[src/rtl/prco_reg_arb.sv]
// prco_reg_arb: round-robin arbiter for the single register-file write port, shared by
// three requesters (0 = ALU, 1 = memory unit, 2 = debug). It can optionally include an
// issue-stage scoreboard that tracks registers with a pending write.
//
// Optional feature macro: PRCO_ARB_SCOREBOARD_EN. When it is defined, the scoreboard
// drives q_busy and q_stall. When it is undefined, q_busy = 0, q_stall = 0, and the claim
// inputs are ignored.
//
// Ports:
//   i_clk        clock; all state changes on posedge
//   i_reset      asynchronous, active-high reset
//   i_en         clock enable; low holds state and forces q_gnt/q_we to zero at the next edge
//   i_req[2:0]   write request, one bit per requester
//   i_sel0..2    destination register index, one per requester
//   i_dat0..2    write data, one per requester
//   q_gnt[2:0]   registered one-hot grant pulse
//   q_we         register-file write enable (single-cycle pulse)
//   q_seld       register-file destination select (held when idle)
//   q_datd       register-file write data (held when idle)
//   i_claim      issue-stage claim of a destination register
//   i_claim_sel  index of the claimed register
//   q_busy[7:0]  per-register pending-write mask
//   q_stall      combinational stall: the claim targets a busy register
module prco_reg_arb (
    input  logic        i_clk,
    input  logic        i_reset,
    input  logic        i_en,
    input  logic [2:0]  i_req,
    input  logic [2:0]  i_sel0,
    input  logic [2:0]  i_sel1,
    input  logic [2:0]  i_sel2,
    input  logic [15:0] i_dat0,
    input  logic [15:0] i_dat1,
    input  logic [15:0] i_dat2,
    output logic [2:0]  q_gnt,
    output logic        q_we,
    output logic [2:0]  q_seld,
    output logic [15:0] q_datd,
    input  logic        i_claim,
    input  logic [2:0]  i_claim_sel,
    output logic [7:0]  q_busy,
    output logic        q_stall
);

    logic [1:0]  r_last;
    logic [2:0]  elig;
    logic        win_vld;
    logic [1:0]  win_idx;
    logic [1:0]  cand;
    logic [2:0]  win_sel;
    logic [15:0] win_dat;

    // A requester granted on the previous edge is still holding i_req this cycle.
    // Masking it here prevents a second grant for the same request.
    assign elig = i_req & ~q_gnt;

    // Search order is r_last+1, r_last+2, r_last+3 (mod 3). The first eligible
    // requester in that order wins.
    always_comb begin
        win_vld = 1'b0;
        win_idx = 2'd0;
        cand    = (r_last >= 2'd2) ? 2'd0 : r_last + 2'd1;
        for (int k = 0; k < 3; k++) begin
            if (!win_vld && elig[cand]) begin
                win_vld = 1'b1;
                win_idx = cand;
            end
            cand = (cand == 2'd2) ? 2'd0 : cand + 2'd1;
        end
    end

    always_comb begin
        win_sel = i_sel0;
        win_dat = i_dat0;
        case (win_idx)
            2'd1: begin
                win_sel = i_sel1;
                win_dat = i_dat1;
            end
            2'd2: begin
                win_sel = i_sel2;
                win_dat = i_dat2;
            end
            default: ;
        endcase
    end

    always_ff @(posedge i_clk or posedge i_reset) begin
        if (i_reset) begin
            q_gnt  <= 3'b000;
            q_we   <= 1'b0;
            q_seld <= 3'd0;
            q_datd <= 16'h0000;
            r_last <= 2'd2;
        end else if (i_en) begin
            q_we <= win_vld;
            if (win_vld) begin
                q_gnt  <= 3'b001 << win_idx;
                q_seld <= win_sel;
                q_datd <= win_dat;
                r_last <= win_idx;
            end else begin
                q_gnt <= 3'b000;
            end
        end else begin
            q_gnt <= 3'b000;
            q_we  <= 1'b0;
        end
    end

`ifdef PRCO_ARB_SCOREBOARD_EN
    logic [7:0] busy_q;
    logic [7:0] busy_d;
    logic [7:0] busy_clr;
    logic [7:0] busy_set;

    assign q_stall = i_claim & busy_q[i_claim_sel];

    // A write visible on q_we retires its destination at the next edge.
    // The clear is applied before the set, so a same-edge claim of that register keeps it busy.
    always_comb begin
        busy_clr = q_we ? (8'h01 << q_seld) : 8'h00;
        busy_set = (i_claim && !q_stall) ? (8'h01 << i_claim_sel) : 8'h00;
        busy_d   = (busy_q & ~busy_clr) | busy_set;
    end

    always_ff @(posedge i_clk or posedge i_reset) begin
        if (i_reset) begin
            busy_q <= 8'h00;
        end else if (i_en) begin
            busy_q <= busy_d;
        end
    end

    assign q_busy = busy_q;
`else
    logic unused_claim;
    assign unused_claim = ^{i_claim, i_claim_sel};
    assign q_busy       = 8'h00;
    assign q_stall      = 1'b0;
`endif

endmodule

[config.mk]
export PLATFORM = sky130hd
export DESIGN_NAME = prco_reg_arb
export DESIGN_NICKNAME = d
export VERILOG_FILES = /design/src/rtl/prco_reg_arb.sv
export SDC_FILE = /design/constraint.sdc
export NUM_CORES = 1
export LEC_CHECK = 0
export BUFFER_PORTS_ARGS = -buffer_cell sky130_fd_sc_hd__buf_2
export CAP_MARGIN = 20
export CORE_UTILIZATION = 30
export DETAILED_ROUTE_END_ITERATION = 8
export GPL_TIMING_DRIVEN = 0
export PLACE_DENSITY = 0.57
export SLEW_MARGIN = 20
export SYNTH_ARGS = -nofsm -noshare
export SYNTH_HDL_FRONTEND = slang
export SYNTH_SLANG_ARGS = --single-unit
export TNS_END_PERCENT = 1
[constraint.sdc]
create_clock -name i_clk -period 3.7 [get_ports i_clk]
set_clock_uncertainty 0.15 [all_clocks]
set_input_delay 0.74 -clock i_clk [delete_from_list [all_inputs] [get_ports i_clk]]
set_output_delay 0.74 -clock i_clk [all_outputs]
set_load 0.02 [all_outputs]
# Word level (Yosys, flattened, before mapping)
# Cells that the tools add are included.
[totals]
reg_bits = 25
out_inout_bits = 32
wordCells = 44
[classes]
add_sub_neg = 3
n_lt_le_gt_ge = 4
n_eq_ne = 4
n_shift = 1
muxes = 20
bitwise_logic = 2
reduce_logical = 5
[op_table]
columns = ["cell", "count"]
rows = [
  ["case mux 16 bit (2 select lines)", 1],
  ["2-to-1 mux 2 bit", 6],
  ["< comparator 2 x 3 -> 1 bit (second input constant)", 3],
  ["2-to-1 mux 1 bit", 7],
  ["adder 2 x 1 -> 2 bit (second input constant)", 3],
  ["binary-select mux 1 bit (select 2 bit)", 3],
  ["equality test 2 bit (second input constant)", 3],
  ["2-to-1 mux 3 bit", 2],
  ["case mux 3 bit (2 select lines)", 1],
  ["AND 3 bit", 1],
  ["NOT 3 bit", 1],
  ["<< shifter 1 x 2 -> 3 bit (first input constant)", 1],
  ["equality test 2 x 1 -> 1 bit (second input constant)", 1],
  ["greater-or-equal comparator 2 bit (second input constant)", 1],
  ["logical AND 1 bit", 2],
  ["logical NOT 1 bit", 2],
  ["AND reduction 2 bit", 1],
]

# Logic depth before layout (Yosys ltp)
# Gate-level depths: netlist of the first run.
[logic_depth]
ltp_word = 14
ltp_mapped = 9

# Least setup slack after synthesis of the first run
# No wires, ideal clock.
[synth_path]
kind = "input port to flip-flop"
from = "input i_req[1]"
to = "register q_datd[7]"
setup_time_ns = 0.127
arrival_time_ns = 2.313
required_time_ns = 3.423
slack_ns = 1.110
path_stages = 8
n_path_buf = 2
path_cell_list = "nor2b_2 a21oi_1 o21ai_0 ha_1 buf_2 clkbuf_1 a21oi_1 mux2_1"
[synth_between]
elab_chain_cells = 12
elab_cells_between_ends = 21
cone_classes = "2 x eq/ne; 13 x mux; 1 x bitwise; 5 x reduce/logical"
[synth_rtl]
columns = ["element", "line_no", "rtl"]
rows = [
  ["start: declaration", "28", "input logic [2:0] i_req,"],
  ["AND 3 bit (*)", "55", "assign elig = i_req & ~q_gnt;"],
  ["binary-select mux 1 bit (select 2 bit)", "64", "if (!win_vld && elig[cand]) begin"],
  ["2-to-1 mux 1 bit (implied by the code)", "64", ""],
  ["2-to-1 mux 1 bit", "64", ""],
  ["logical NOT 1 bit", "64", ""],
  ["logical AND 1 bit", "64", ""],
  ["2-to-1 mux 1 bit", "64", ""],
  ["logical NOT 1 bit", "64", ""],
  ["logical AND 1 bit", "64", ""],
  ["2-to-1 mux 2 bit", "64", ""],
  ["equality test 2 bit or equality test 2 x 1 -> 1 bit (tied branches)", "75", "case (win_idx)"],
  ["case mux 16 bit (2 select lines)", "75", ""],
  ["end signal: assignment", "100", "q_datd <= win_dat;"],
  ["end: declaration", "38", "output logic [15:0] q_datd,"],
]
# Every way passes the cells marked *; elsewhere a longest branch is shown, timed or not. The select of a mux whose other input is x is not followed.
# A chain may end at the register's enable or synchronous reset.

# Worst setup path after layout of the first run
[layout_path]
from = "input i_req[1]"
to = "register q_datd[12]"
# The elaborated chain is that of the path after synthesis.

==> results of run 1 <==
worst paths after layout:
kind / to / cells past startpoint / slack (ns)
setup / recovery: q_datd[12]$_DFFE_PP0P_ / 9 / 0.96
hold / removal: q_seld[2]$_DFFE_PP0P_ / 2 / 0.27
setup reg to reg: q_datd[12]$_DFFE_PP0P_ / 8 / 1.12
hold reg to reg: q_datd[7]$_DFFE_PP0P_ / 1 / 0.33
max in group asynchronous: r_last[1]$_DFFE_PP1P_ / 3 / 2.65
min in group i_clk: q_datd[7]$_DFFE_PP0P_ / 1 / 0.33
cell usage after synthesis, drive strengths merged:
master	count	area, sq um
dfrtp	24	601
a21oi	21	105
nor2	21	78.8
a22oi	19	143
mux2	19	274
buf	12	95.1
clkbuf	7	26.3
inv	4	15.0
and2	3	18.8
ha	3	37.5
nor2b	3	36.3
o21ai	3	15.0
o21a	2	15.0
a2bb2oi	1	8.76
a32o	1	10.0
conb	1	3.75
dfstp	1	26.3
nand2	1	3.75
o21bai	1	7.51
o311ai	1	8.76
o31a	1	17.5
critical path, cell delays in order:
cell and delay, ns:
buf_2 0.10, nor2b_2 0.19, a21oi_1 0.20, o21ai_0 0.14, ha_1 0.31, buf_2 0.21, clkbuf_1 0.44, a21oi_1 0.13
mux2_4 0.28
metal layers:
layer  up-vias  global-route usage  routed length [microns]
met3         4              0.0192                      136
met2        39               0.253                     1910
met5         -                   0                        0
met1       628               0.213                     1790
met4         0              0.0406                       38
li1        707                   -                        -
sequential cells by signal, summed over array words and instances (netlist names):
signal and flops:
q_datd 16, q_seld 3, q_we 1, q_gnt 3, r_last 2
area by class of cell:
type	count	area share
repair buffers	86	0.210
clock buffers	4	0.0209
inverters	4	0.00696
flip-flops and latches	25	0.290
multi-input cells	109	0.377
well taps	67	0.0388
plain buffers	19	0.0562
where the power goes:
| group | leakage [nW] | internal [W] | switching, W |
|---|---|---|---|
| Sequential | 0.300 | 0.000402 | 0.0000691 |
| Clock | 0.0228 | 0.0000767 | 0.0000786 |
| Combinational | 0.791 | 0.000391 | 0.000477 |
per-stage QoR:
| stage | setup WS, ns | instances | hold WS [ns] | utilization |
|---|---|---|---|---|
| 5_1_grt | 0.792 | 314 | 0.272 | 0.445 |
| 3_5_place_dp | 0.670 | 309 | 0.319 | 0.430 |
| 2_1_floorplan | 1.11 | 157 | 0.346 | - |
| 3_3_place_gp | 0.694 | 309 | 0.317 | 0.430 |
| 4_1_cts | 0.960 | 313 | 0.339 | 0.439 |
| 6_report | 0.959 | 314 | 0.274 | 0.445 |
logic make-up after synthesis:
family | share of synthesized area
mux | 0.177
fa+ha+maj | 0.0243
flops | 0.405
simple gates | 0.0890
compound gates | 0.214
other cells | 0.00242
buf+inv | 0.0882
==> flow_summary.toml, run 1 <==
[timing]
final-setup-viol-count = 0
hold_viol = 0
post-route-period-util = 0.741
fmax_mhz = 365
finalSetupTns_ns = 0
period_needed_ns = 2.74
rsz0062_at_grt = "false"
drv_slew = 0
worst_pin_slew_ns = 0.514
maxSlewHeadroom = 0.657

[placed_design]
gp_congestion = 0.695
dpl_cell_area_sq_um = 2090
dp_hpwl_mm = 2.94
io_buffers = 85

[pwr]
power.leakage_nw = 1.11
p_per_area_nw_per_um2 = 692
ir_worst_vdd_mv = 0.272
power_w = 0.00149

[routing]
drc = 0
dr.pass1.iters = 4
vias = 1378
viasPerCell = 4.39
wirelength_mm = 3.88
routedWlPerCell_microns = 12.4
ant_nets = 0
first_iter_violations = 56

[min_path]
hp-class = "input pin to asynchronous set/reset pin"

[die]
rows = 25
start_util = 0.319
core_region_area_sq_um = 4850
ios = 99
die-area_sq_um = 5450
fp.dieW_microns = 73.8
die_h_microns = 73.8

[cts]
clk_pin_slew_ns = 0.08
h-tree-depth = 1
cts-resized-gates = 0
cts_buffers = 3
cts_sinks = 25
cts_setup_buffers = 0
cts_hold_buf = 0
clk_latency_ns = 0.26
clk_path_buf_depth = 2
clockRootBuffer = "clkbuf_8"
cts_tree = "built"

[layout]
diodes = 0
design_area_sq_um = 2160
seqCellArea_sq_um = 627
final_cell_mix = "buf_2, dfrtp_1, nor2_1, a21oi_1, a22oi_1"
nets = 318
layout_commonest_cell = "buf_2"
drive_above_1_share = 0.494
fill_cells = 475
multi_input_area_sq_um = 813
syn2layout_area_growth_pct = 39.6

[synthesis]
ys_seq_area_frac = 0.405
synthesis.instances = 149
ys_seq_elements = 25
synth_area_sq_um = 1550
syn_avg_cell_area_sq_um = 10.4
ys_types = 25
synth_warnings = 0

[setup_path]
worstSetupPathType = "input pin to flop"
cp_data_arrival_time_ns = 2.74
worstSetupEndpointType = "flop"
cp.required_ns = 3.70
critPathLaunch = "i_req[1]"
crit_path_start_kind = "input pin"
r2r_start = "r_last[1]$_DFFE_PP1P_"
cp_max_fo = 10

[global_routing]
grt_pass1_vias = 1360
grt-ovfl-total = 0
grt_use_total = 0.154
antenna_found_initial = 0
grt_start_max_net_pins = 26
grt_pass1_wl_mm = 6.33

[status]
status = "finished clean"

[job]
drv_cap = 0
Note: power is estimated with default switching activity, not from simulation.
==> run 2: changes to the inputs <==
--- a/config.mk
+++ b/config.mk
@@ -10,7 +10,7 @@
 export CORE_UTILIZATION = 30
 export DETAILED_ROUTE_END_ITERATION = 8
 export GPL_TIMING_DRIVEN = 0
-export PLACE_DENSITY = 0.57
+export PLACE_DENSITY = 0.59
 export SLEW_MARGIN = 20
 export SYNTH_ARGS = -nofsm -noshare
 export SYNTH_HDL_FRONTEND = slang
==> constraint.sdc (replaced) <==
create_clock -name i_clk -period 2.33 [get_ports i_clk]
set_clock_uncertainty 0.15 [all_clocks]
set_input_delay 0.466 -clock i_clk [delete_from_list [all_inputs] [get_ports i_clk]]
set_output_delay 0.466 -clock i_clk [all_outputs]
set_load 0.02 [all_outputs]
==> run 2 against run 1 <==
Design area grew 2.1%. Setup slack got worse by 0.84 ns. Combinational power up 66%. Global-route usage down 0.95 points. Clock-buffer cell count stayed put. Sequential share of layout area shrank 0.59 points. First-iteration DRC count decreased by 13%. Critical path type is now flop to flop. Largest cell class unchanged. Largest power group unchanged. Highest routed layer unchanged.
==> flow_summary.toml, run 2 (same netlist as run 1, synthesis figures left out) <==
[status]
status = "finished clean"

[setup_path]
reg2reg_slack_ns = 0.12
critPathSlowestCell = "dfstp_2"
cp.required_ns = 2.33
critPathLaunch = "r_last[1]$_DFFE_PP1P_"
critical-path-max-stage-delay_ns = 0.57
worstSetupPathType = "flop to flop"
crit_path_start_kind = "flop"
cp_max_fo = 10
cp_top_family = "flip-flops"
crit_buf_inv = 3
cp_data_arrival_time_ns = 2.21
r2r_start = "r_last[1]$_DFFE_PP1P_"
path_cells = "inv_1 -> a21oi_2 -> o21ai_1 -> ha_1 -> buf_4 -> clkbuf_8 -> nor2_1 -> a21oi_1 -> mux2_4"
worstSetupEndpointType = "flop"

[timing]
rsz0062_at_grt = "false"
worst_pin_slew_ns = 0.501
final-setup-viol-count = 0
period_needed_ns = 2.21
maxSlewHeadroom = 0.666
hold_ws_ns = 0.0682
hold_viol = 0
drv_slew = 0
worst_slack_ns = 0.120
post-route-period-util = 0.949
fmax_mhz = 452

[die]
rows = 25
fp.dieW_microns = 73.8
start_util = 0.319
core_region_area_sq_um = 4850
die-area_sq_um = 5450
die_h_microns = 73.8
ios = 99

[layout]
seqCellArea_sq_um = 627
largest_reg_flops = 16
largestRegisters = "q_datd (16), q_gnt (3), q_seld (3)"
final_cell_mix = "buf_2, dfrtp_1, nor2_1"
layout_commonest_cell = "buf_2"
fill_cells = 481
syn2layout_area_growth_pct = 42.5
drive_above_1_share = 0.534
diodes = 0
regMostFlops = "q_datd"
nets = 320
multi_input_area_sq_um = 827

[cts]
cts_hold_buf = 0
clockRootBuffer = "clkbuf_8"
cts_tree = "built"
clk_pin_slew_ns = 0.08
clk_path_buf_depth = 2
cts_sinks = 25
h-tree-depth = 1
cts_buffers = 3
clk_latency_ns = 0.26

[global_routing]
grt_use_total = 0.144
grt_pass1_vias = 1285
grt_pass1_wl_mm = 6.00
grt-ovfl-total = 0
antenna_found_initial = 0
grt_start_max_net_pins = 26

[min_path]
hp-class = "input pin to asynchronous set/reset pin"

[routing]
viasPerCell = 4.45
dr.pass1.iters = 4
drc = 0
wirelength_mm = 3.75
routedWlPerCell_microns = 11.9
first_iter_violations = 49
ant_nets = 0
vias = 1406

[pwr]
ir_worst_vdd_mv = 0.509
power.leakage_nw = 1.16
p_per_area_nw_per_um2 = 1110

[placed_design]
place_ws_ns = -0.412
gp_congestion = 0.702
io_buffers = 85
dp_hpwl_mm = 2.82

[job]
drv_cap = 0
run 2: cell count changes in the layout (fill, tap and decap cells not counted), sizes merged:
cell | before | now
buf | 98 | 100
clkinv | 1 | 0
inv | 3 | 4
run 2: cell type report:
type / count / area share
inverter: 4 / 0.00681
timing repair buffer: 88 / 0.207
sequential: 25 / 0.284
tap: 67 / 0.0380
buffer: 19 / 0.0681
multi-input combinational: 109 / 0.375
clock buffer: 4 / 0.0204
run 2: worst reg2reg max path, stage by stage (launching register included):
cell      delay [ns]
dfstp_2         0.57
inv_1           0.08
a21oi_2         0.15
o21ai_1         0.10
ha_1            0.32
buf_4           0.18
clkbuf_8        0.17
nor2_1          0.08
a21oi_1         0.04
mux2_4          0.26
run 2: metal layers:
| layer | track usage | vias up | wire length, microns |
|---|---|---|---|
| li1 | - | 711 | - |
| met1 | 0.205 | 651 | 1750 |
| met2 | 0.231 | 40 | 1820 |
| met3 | 0.0178 | 4 | 152 |
| met4 | 0.0385 | 0 | 27 |
| met5 | 0 | - | 0 |
run 2: path summary, 6_finish.rpt:
check                                         end  cells after the start
setup / recovery            q_datd[1]$_DFFE_PP0P_                      9
hold / removal              q_datd[2]$_DFFE_PP0P_                      2
setup reg to reg            q_datd[1]$_DFFE_PP0P_                      9
hold reg to reg             q_datd[9]$_DFFE_PP0P_                      1
max in group asynchronous  q_datd[11]$_DFFE_PP0P_                      3
min in group i_clk          q_datd[9]$_DFFE_PP0P_                      1
run 2: through the flow:
| step | power, W | utilization | setup TNS [ns] | std cells | instance area, sq um |
|---|---|---|---|---|---|
| 2_1_floorplan | 0.00173 | - | 0 | 157 | 1580 |
| 3_3_place_gp | 0.00212 | 0.430 | -6.73 | 309 | 2090 |
| 3_5_place_dp | 0.00214 | 0.430 | -7.39 | 309 | 2090 |
| 4_1_cts | 0.00243 | 0.444 | -0.00362 | 313 | 2150 |
| 5_1_grt | 0.00264 | 0.454 | 0 | 316 | 2200 |
| 6_report | 0.00244 | 0.454 | 0 | 316 | 2200 |
run 2: what timing repair did:
item	4_1_cts	5_1_grt
endpoints found under the setup margin	19	19
endpoints found under the hold margin	0	0
buffers inserted	0	2
gates resized for setup	8	14
run 2: where the power goes:
group          internal (W)  switching (W)  total [W]
sequential         0.000638       0.000116   0.000754
combinational      0.000678       0.000766    0.00144
clock              0.000122       0.000123   0.000244
==> run 3: changes to the inputs <==
--- a/config.mk
+++ b/config.mk
@@ -10,7 +10,7 @@
 export CORE_UTILIZATION = 30
 export DETAILED_ROUTE_END_ITERATION = 8
 export GPL_TIMING_DRIVEN = 0
-export PLACE_DENSITY = 0.59
+export PLACE_DENSITY = 0.57
 export SLEW_MARGIN = 20
 export SYNTH_ARGS = -nofsm -noshare
 export SYNTH_HDL_FRONTEND = slang
==> constraint.sdc (replaced) <==
create_clock -name i_clk -period 2.4 [get_ports i_clk]
set_clock_uncertainty 0.15 [all_clocks]
set_input_delay 0.48 -clock i_clk [delete_from_list [all_inputs] [get_ports i_clk]]
set_output_delay 0.48 -clock i_clk [all_outputs]
set_load 0.02 [all_outputs]
==> run 3 against run 2 <==
Setup slack gained 0.032 ns. Via count fell by 1.5%. Clock power fell by 2%. Global-route usage rose by 1.0 points. Final cell count down 0.63%. Critical path depth is the same. Critical path type unchanged. Largest cell class unchanged.
==> flow_summary.toml, run 3 (same netlist as run 1, synthesis figures left out) <==
[routing]
routedWlPerCell_microns = 12.3
first_iter_violations = 63
wirelength_mm = 3.87
viasPerCell = 4.41
drc = 0
ant_nets = 0
vias = 1385
dr.pass1.iters = 6

[layout]
fill_cells = 475
drive_above_1_share = 0.518
design_area_sq_um = 2180
layout_commonest_cell = "buf_2"
regMostFlops = "q_datd"
syn2layout_area_growth_pct = 41.3
final_cell_mix = "buf_2, dfrtp_1, nor2_1"
nets = 318
largestRegisters = "q_datd (16), q_gnt (3), q_seld (3)"
largest_reg_flops = 16
diodes = 0

[global_routing]
grt_pass1_wl_mm = 6.35
grt_use_total = 0.154
antenna_found_initial = 0
grt_start_max_net_pins = 26
grt_pass1_vias = 1358
grt-ovfl-total = 0

[placed_design]
dpl_cell_area_sq_um = 2090
gp_congestion = 0.695
dp_hpwl_mm = 2.94
place_ws_ns = -0.370
io_buffers = 85

[min_path]
hp-class = "input pin to asynchronous set/reset pin"

[setup_path]
cpMostUsedCell = "clkbuf_4"
cp_max_fo = 10
worstSetupEndpointType = "flop"
cp.required_ns = 2.40
crit_path_start_kind = "flop"
worstSetupPathType = "flop to flop"
cp_data_arrival_time_ns = 2.24
path_cells = "inv_1 -> a21oi_2 -> o21ai_1 -> ha_1 -> clkbuf_4 -> clkbuf_4 -> nor2_1 -> a21oi_1 -> mux2_4"
critical-path-max-stage-delay_ns = 0.56
critPathSlowestCell = "dfstp_2"

[timing]
drv_slew = 0
fmax_mhz = 445
maxSlewHeadroom = 0.653
rsz0062_at_grt = "true"
worst_slack_ns = 0.152
worst_pin_slew_ns = 0.520
finalSetupTns_ns = 0
final-setup-viol-count = 0
period_needed_ns = 2.25
post-route-period-util = 0.937
hold_viol = 0

[pwr]
power.leakage_nw = 1.13
power_w = 0.00233
ir_worst_vdd_mv = 0.425
p_per_area_nw_per_um2 = 1070

[cts]
clockRootBuffer = "clkbuf_8"
cts_tree = "built"
cts-resized-gates = 3
clk_path_buf_depth = 2
cts_sinks = 25
clk_latency_ns = 0.26
cts_hold_buf = 0
cts_buffers = 3
cts_setup_buffers = 0
clk_pin_slew_ns = 0.08
h-tree-depth = 1

[die]
rows = 25
ios = 99
core_region_area_sq_um = 4850
start_util = 0.319
die-area_sq_um = 5450
fp.dieW_microns = 73.8
die_h_microns = 73.8

[job]
drv_cap = 0

[status]
status = "finished clean"
[run 3: cell types whose count changed in the layout (fill, tap and decap cells not counted), moves of 2 or more]
cell	delta
clkbuf_8	-2
clkbuf_2	-3
buf_4	-3
clkbuf_1	+3
clkbuf_4	+3
[run 3: path summary, 6_finish.rpt]
path	from	to	cells past startpoint	slack [ns]
max in group asynchronous	i_reset	r_last[1]$_DFFE_PP1P_	3	1.61
worst max-delay path	r_last[1]$_DFFE_PP1P_	q_datd[1]$_DFFE_PP0P_	9	0.15
worst max register to register	r_last[1]$_DFFE_PP1P_	q_datd[1]$_DFFE_PP0P_	9	0.15
worst min register to register	q_datd[7]$_DFFE_PP0P_	q_datd[7]$_DFFE_PP0P_	1	0.33
min in group i_clk	q_datd[7]$_DFFE_PP0P_	q_datd[7]$_DFFE_PP0P_	1	0.33
worst min-delay path	i_reset	q_seld[2]$_DFFE_PP0P_	2	0.01
[run 3: worst max-delay path, delay by kind of cell (launching register included)]
| family | cells | cell delay, ns |
|---|---|---|
| DFF | 1 | 0.56 |
| buffers and inverters | 3 | 0.46 |
| AOI/OAI and AO/OA | 3 | 0.29 |
| and+or+nand+nor | 1 | 0.09 |
| adders and majority gates | 1 | 0.32 |
| muxes | 1 | 0.26 |
[run 3: per-layer routing]
| metal | wire [microns] | track usage |
|---|---|---|
| met4 | 38 | 0.0406 |
| met2 | 1920 | 0.252 |
| met5 | 0 | 0 |
| met1 | 1770 | 0.216 |
| met3 | 139 | 0.0192 |
[run 3: report_power, final]
part | leakage, nW | switching (W) | internal (W) | total [W]
Clock | 0.0228 | 0.000122 | 0.000118 | 0.000240
Combinational | 0.810 | 0.000739 | 0.000630 | 0.00137
Sequential | 0.300 | 0.000107 | 0.000619 | 0.000726
Total | 1.13 | 0.000968 | 0.00137 | 0.00233
[run 3: layout make-up]
cell class                      instances  area, sq um  share of cell area
Buffer                                 19          134              0.0613
Clock buffer                            4         45.0              0.0206
Inverter                                4         15.0             0.00687
Multi-Input combinational cell        109          827               0.379
Sequential cell                        25          627               0.287
Tap cell                               67         83.8              0.0384
Timing Repair Buffer                   86          453               0.207
[run 3: through the flow]
stage	std cells	hold slack, ns	util
after floorplan	157	0.346	-
after global placement	309	0.317	0.430
after detailed placement	309	0.319	0.430
after CTS	313	0.320	0.441
after global routing	314	0.0125	0.451
final	314	0.0136	0.451
